`src/rtl/watchdog_pkg.sv`:
```
// watchdog_pkg: shared frame geometry helpers and channel state encoding
package watchdog_pkg;
  typedef enum logic [1:0] {IDLE = 2'd0, RUN = 2'd1, BITE = 2'd2} chan_state_t;
  function automatic int ch_bits(input int n);
    return (n > 1) ? $clog2(n) : 1;
  endfunction
  function automatic int frame_len(input int n, input int w);
    return ch_bits(n) + 2 + w;
  endfunction
endpackage

```
`src/rtl/watchdog_chan.sv`:
```
// watchdog_chan: one watchdog channel, timeout counter with optional early-kick window
module watchdog_chan
  import watchdog_pkg::*;
#(
  parameter int WIDTH = 32
) (
  input  logic             clk,
  input  logic             nRst,
  input  logic             i_commit,
  input  logic             i_en,
  input  logic             i_win,
  input  logic [WIDTH-1:0] i_top,
  input  logic             i_kick,
  output logic             o_woof
);
  chan_state_t      r_state;
  logic [WIDTH-1:0] r_top;
  logic [WIDTH-1:0] r_cnt;
  logic             r_win;
  logic             r_woof;
  // commit reloads the channel and overrides any kick in the same cycle
  always_ff @(posedge clk) begin
    if (!nRst) begin
      r_state <= IDLE;
      r_top   <= '0;
      r_cnt   <= '0;
      r_win   <= 1'b0;
      r_woof  <= 1'b0;
    end else if (i_commit) begin
      r_state <= (i_en && i_top != '0) ? RUN : IDLE;
      r_top   <= i_top;
      r_win   <= i_win;
      r_cnt   <= '0;
      r_woof  <= 1'b0;
    end else if (r_state == RUN) begin
      if (i_kick && r_win && r_cnt < (r_top >> 1)) begin
        r_state <= BITE;
        r_woof  <= 1'b1;
      end else if (i_kick) begin
        r_cnt <= '0;
      end else if (r_cnt == r_top) begin
        r_state <= BITE;
        r_woof  <= 1'b1;
      end else begin
        r_cnt <= r_cnt + WIDTH'(1);
      end
    end
  end
  assign o_woof = r_woof;
endmodule

```
`src/rtl/watchdog_mc.sv`:
```
// watchdog_mc: multi-channel watchdog configured through a synchronized serial frame port
module watchdog_mc
  import watchdog_pkg::*;
#(
  parameter int WIDTH    = 32,
  parameter int CHANNELS = 4
) (
  input  logic                clk,
  input  logic                nRst,
  input  logic                sclk,
  input  logic                in,
  input  logic                sel,
  input  logic [CHANNELS-1:0] kick,
  output logic [CHANNELS-1:0] woof,
  output logic                woof_any,
  output logic                cfg_err
);
  localparam int CH_BITS = ch_bits(CHANNELS);
  localparam int FRAME   = frame_len(CHANNELS, WIDTH);
  localparam int CNT_W   = $clog2(FRAME + 2);
  logic [2:0]       r_sclk;
  logic [2:0]       r_sel;
  logic [1:0]       r_in;
  logic [1:0]       r_vld;
  logic             r_arm;
  logic             r_act;
  logic             r_err;
  logic [FRAME-1:0] r_shift;
  logic [CNT_W-1:0] r_bits;
  logic             w_sclk_rise;
  logic             w_sel_rise;
  logic             w_sel_fall;
  logic             w_ok;
  logic             w_commit;
  logic [CH_BITS-1:0] w_ch;
  assign w_sclk_rise = r_sclk[1] & ~r_sclk[2];
  assign w_sel_rise  = r_arm & r_sel[1] & ~r_sel[2];
  assign w_sel_fall  = r_act & ~r_sel[1] & r_sel[2];
  assign w_ch        = r_shift[FRAME-1 -: CH_BITS];
  assign w_ok        = (int'(r_bits) == FRAME) && (int'(w_ch) < CHANNELS);
  assign w_commit    = w_sel_fall & w_ok;
  // synchronize the serial port and assemble frames; a frame only starts on a sel rise seen after reset
  always_ff @(posedge clk) begin
    if (!nRst) begin
      r_sclk  <= '0;
      r_sel   <= '0;
      r_in    <= '0;
      r_vld   <= '0;
      r_arm   <= 1'b0;
      r_act   <= 1'b0;
      r_err   <= 1'b0;
      r_shift <= '0;
      r_bits  <= '0;
    end else begin
      r_sclk <= {r_sclk[1:0], sclk};
      r_sel  <= {r_sel[1:0], sel};
      r_in   <= {r_in[0], in};
      r_vld  <= {r_vld[0], 1'b1};
      r_arm  <= r_arm | (r_vld[1] & ~r_sel[1]);
      r_err  <= w_sel_fall & ~w_ok;
      if (w_sel_rise) begin
        r_act   <= 1'b1;
        r_shift <= '0;
        r_bits  <= '0;
      end else if (w_sel_fall) begin
        r_act <= 1'b0;
      end else if (r_act && w_sclk_rise) begin
        r_shift <= {r_shift[FRAME-2:0], r_in[1]};
        if (int'(r_bits) != FRAME + 1) r_bits <= r_bits + CNT_W'(1);
      end
    end
  end
  for (genvar i = 0; i < CHANNELS; i++) begin : g_chan
    watchdog_chan #(.WIDTH(WIDTH)) u_chan (
      .clk      (clk),
      .nRst     (nRst),
      .i_commit (w_commit && int'(w_ch) == i),
      .i_en     (r_shift[WIDTH+1]),
      .i_win    (r_shift[WIDTH]),
      .i_top    (r_shift[WIDTH-1:0]),
      .i_kick   (kick[i]),
      .o_woof   (woof[i])
    );
  end
  assign woof_any = |woof;
  assign cfg_err  = r_err;
endmodule
```
`config.mk`:
```
export PLATFORM = sky130hd
export DESIGN_NAME = watchdog_mc
export DESIGN_NICKNAME = d
export VERILOG_FILES = /design/src/rtl/watchdog_pkg.sv /design/src/rtl/watchdog_chan.sv /design/src/rtl/watchdog_mc.sv
export SDC_FILE = /design/constraint.sdc
export NUM_CORES = 1
export LEC_CHECK = 0
export BUFFER_PORTS_ARGS = -buffer_cell sky130_fd_sc_hd__buf_2
export CORE_ASPECT_RATIO = 0.5
export CORE_MARGIN = 3
export CORE_UTILIZATION = 40
export CTS_BUF_LIST = sky130_fd_sc_hd__clkbuf_16
export DETAILED_ROUTE_END_ITERATION = 10
export GPL_TIMING_DRIVEN = 0
export PLACE_DENSITY = 0.56
export RECOVER_POWER = 100
export SLEW_MARGIN = 20
export SYNTH_ARGS = -nofsm -noshare
export SYNTH_HDL_FRONTEND = slang
export SYNTH_SLANG_ARGS = --single-unit
```
`constraint.sdc`:
```
create_clock -name clk -period 8.4 [get_ports clk]
set_input_delay 0.84 -clock clk [delete_from_list [all_inputs] [get_ports clk]]
set_output_delay 0.84 -clock clk [all_outputs]
set_load 0.01 [all_outputs]
```
==> metrics.cfg <==
[drt]
via_per_inst=5.54
first_iter_violations=1436
drt-pass1-iter-count=5
wirelength_um=55900
wl_per_cell_um=18.7
drc=0
final_antenna_net_count=0
dr_total_vias=16600

[timing]
fin_crit_ns=3.93
finalMaxSlewViolations=0
finalCritPeriodShare=0.468
relSlewSlack=0.245
hold_viol=0
fin_tns_setup_ns=0
fmax_mhz=254
fin_ws_ns=4.47
tightest_slew_ns=1.12
worst_clock_skew_ns=0.0212
rsz0062_at_grt=false
worst_hold_slack_ns=0.434
setup_viol=0

[clock_tree]
cts_made_buffers=31
cts_hold_buf=0
clk_latency_ns=0.58
clockBufferDepth=3
cts_tree=built
root_buffer=clkbuf_16
cts_sinks=327
htreeDepth=1
path_clk_slew_ns=0.07
post_cts_buffers=0
ctsResizeCount=0

[logic_synthesis]
yosysTopAreaCellShare=0.356
yosys-top-cells-area=dfxtp_1, nand2_1, ha_1
netlist-cell-type-count=70
synthArstFlopShare=0
synthTopCellsByCount=nand2_1, dfxtp_1, a21oi_1
ys_ff_latch=327
synth_top_area_cell=dfxtp_1
synth_nets=2472
synthFlopType=dfxtp_1
ys_seq_area_frac=0.356
synth_area_per_cell_um2=7.88
yosys_warnings=0
synth_most_common_cell=nand2_1
synth_edf_count=0
syn_area_um2=18400
netlist_instances=2336

[setup_path]
cp_slowest_stage_delay_ns=0.57
path_cells=inv_1, ha_1, and4b_1, nand2_1, or3_1, or3_1, o221ai_1, o21ai_0, clkbuf_1, o21ai_0, clkbuf_1, nor2_1
cp.arrival_ns=4.38
crit_path_start_kind=flip-flop
cp.required_ns=8.85
path_max_fanout=10
crit_family=simple AND/OR/NAND/NOR gates
critPathCaptureType=flip-flop
crit_slowest_cell=o21ai_0
worst-path-buf-inv=3
path_class=reg -> reg

[status]
status=finished clean

[pwr]
max-vdd-ir-drop_mv=0.155
p_per_area_nw_per_um2=150
p_leak_nw=6.96

[floorplan]
die_area_um2=48800
core_um2=44500
initial_core_util=0.414
ioPinCount=15
die_h_um=158
rows=54
fp.dieW_um=309

[global_routing]
track_usage=0.227
first_global_vias=15000
grt_pass1_wl_um=87700
grt_remaining_overflow=0
grt_max_degree=16
grt_antenna_before_repair=0

[placed_design]
dp_hpwl_um=41600
portBuffers=13
dp_cells=2937
gp_congestion=0.897
placed_cell_area_um2=19200
place_ws_ns=4.74

[hold_path]
hold_class=reg -> reg

[cells_and_area]
postLayoutCellArea_um2=20200
fill_cells=4518
fin_nets=2518
final_cells=2995
syn_to_final_growth_pct=9.56
drive_above_1_share=0.0303

[job]
max_cap_viol_count=0

==> stage by stage <==
step	power (mW)	utilization
final	3.03	0.453
after CTS	3.06	0.454
after global placement	1.67	0.432
after floorplan	1.64	-
after global routing	3.13	0.453
after detailed placement	1.67	0.432
==> layer usage <==
layer,wire [µm],global-route usage,vias up
met2,22400,0.332,395
met4,855,0.0368,0
met1,29500,0.356,7857
met3,3140,0.0279,54
li1,-,-,8272
met5,0,0,-
==> flip-flops by register name, indices dropped and copies added (netlist names), 3 cells and up <==
| name | cells |
|---|---|
| g_chan.u_chan.r_top | 128 |
| g_chan.u_chan.r_win | 4 |
| g_chan.u_chan.o_woof | 4 |
| r_bits | 6 |
| g_chan.u_chan.r_cnt | 128 |
| r_shift | 36 |
| r_sclk | 3 |
| r_sel | 3 |
| g_chan.u_chan.r_state | 8 |
==> worst paths after layout <==
check | startpoint | endpoint | slack, ns | cells past startpoint
min | r_in[0] | r_in[1] | 0.43 | 1
min reg2reg | r_in[0] | r_in[1] | 0.43 | 1
max reg2reg | g_chan[2].u_chan.r_top[31] | g_chan[2].u_chan.r_cnt[10] | 4.47 | 12
max | g_chan[2].u_chan.r_top[31] | g_chan[2].u_chan.r_cnt[10] | 4.47 | 12
==> layout make-up <==
class | count | area (µm²) | area share
diodes | 1 | 2.50 | 0.000124
plain buffers | 119 | 464 | 0.0230
clock buffers | 31 | 776 | 0.0385
clock inverters | 26 | 198 | 0.00980
inverters | 142 | 533 | 0.0264
multi-input cells | 1748 | 10900 | 0.538
flip-flops and latches | 327 | 6550 | 0.325
well taps | 588 | 736 | 0.0365
repair buffers | 13 | 58.8 | 0.00292
==> cells in the final DEF, fill, tap and decap left out, types with 5 or more instances in the layout <==
cell type	netlist	routed
clkbuf_16	0	31
ha_1	127	127
nand3b_1	14	14
xnor2_1	103	103
o21ai_0	103	106
and4_1	13	13
o211ai_1	27	27
nor3_1	29	29
and2_1	20	18
o41ai_1	8	8
nand4b_1	17	17
a21oi_1	188	189
buf_2	7	10
nor4_1	27	26
clkbuf_1	106	118
nand2_1	437	437
or4_1	14	14
o21a_1	5	5
a31oi_1	29	29
a21boi_0	133	133
a221oi_1	6	6
o31ai_1	15	15
nor2b_1	12	12
a21o_1	20	20
a211oi_1	5	5
inv_1	142	146
nand4_1	55	55
dfxtp_1	327	327
or3b_2	5	5
nand2b_1	12	12
clkinv_1	0	9
mux2i_1	6	6
nor2_1	105	105
nand3_1	64	64
clkinv_2	0	7
and3_1	35	35
xor2_1	36	36
or3_1	16	17
==> logic make-up (layout without fill, tap and decap cells) <==
kind of cell	after synthesis	after routing	share of synthesized area
simple gates	898	898	0.236
mux	6	6	0.00326
buf+inv	261	331	0.0545
other cells	0	1	0
fa+ha+maj	127	127	0.0863
flops	327	327	0.356
xor+xnor	139	139	0.0661
compound gates	578	578	0.198
==> report_power, final <==
part	total [mW]	switching (mW)	internal, mW
clock	1.40	0.641	0.761
combinational	0.0765	0.0543	0.0223
sequential	1.55	0.00171	1.55
total	3.03	0.696	2.34
No activity file was read; power rests on OpenSTA's default activity.
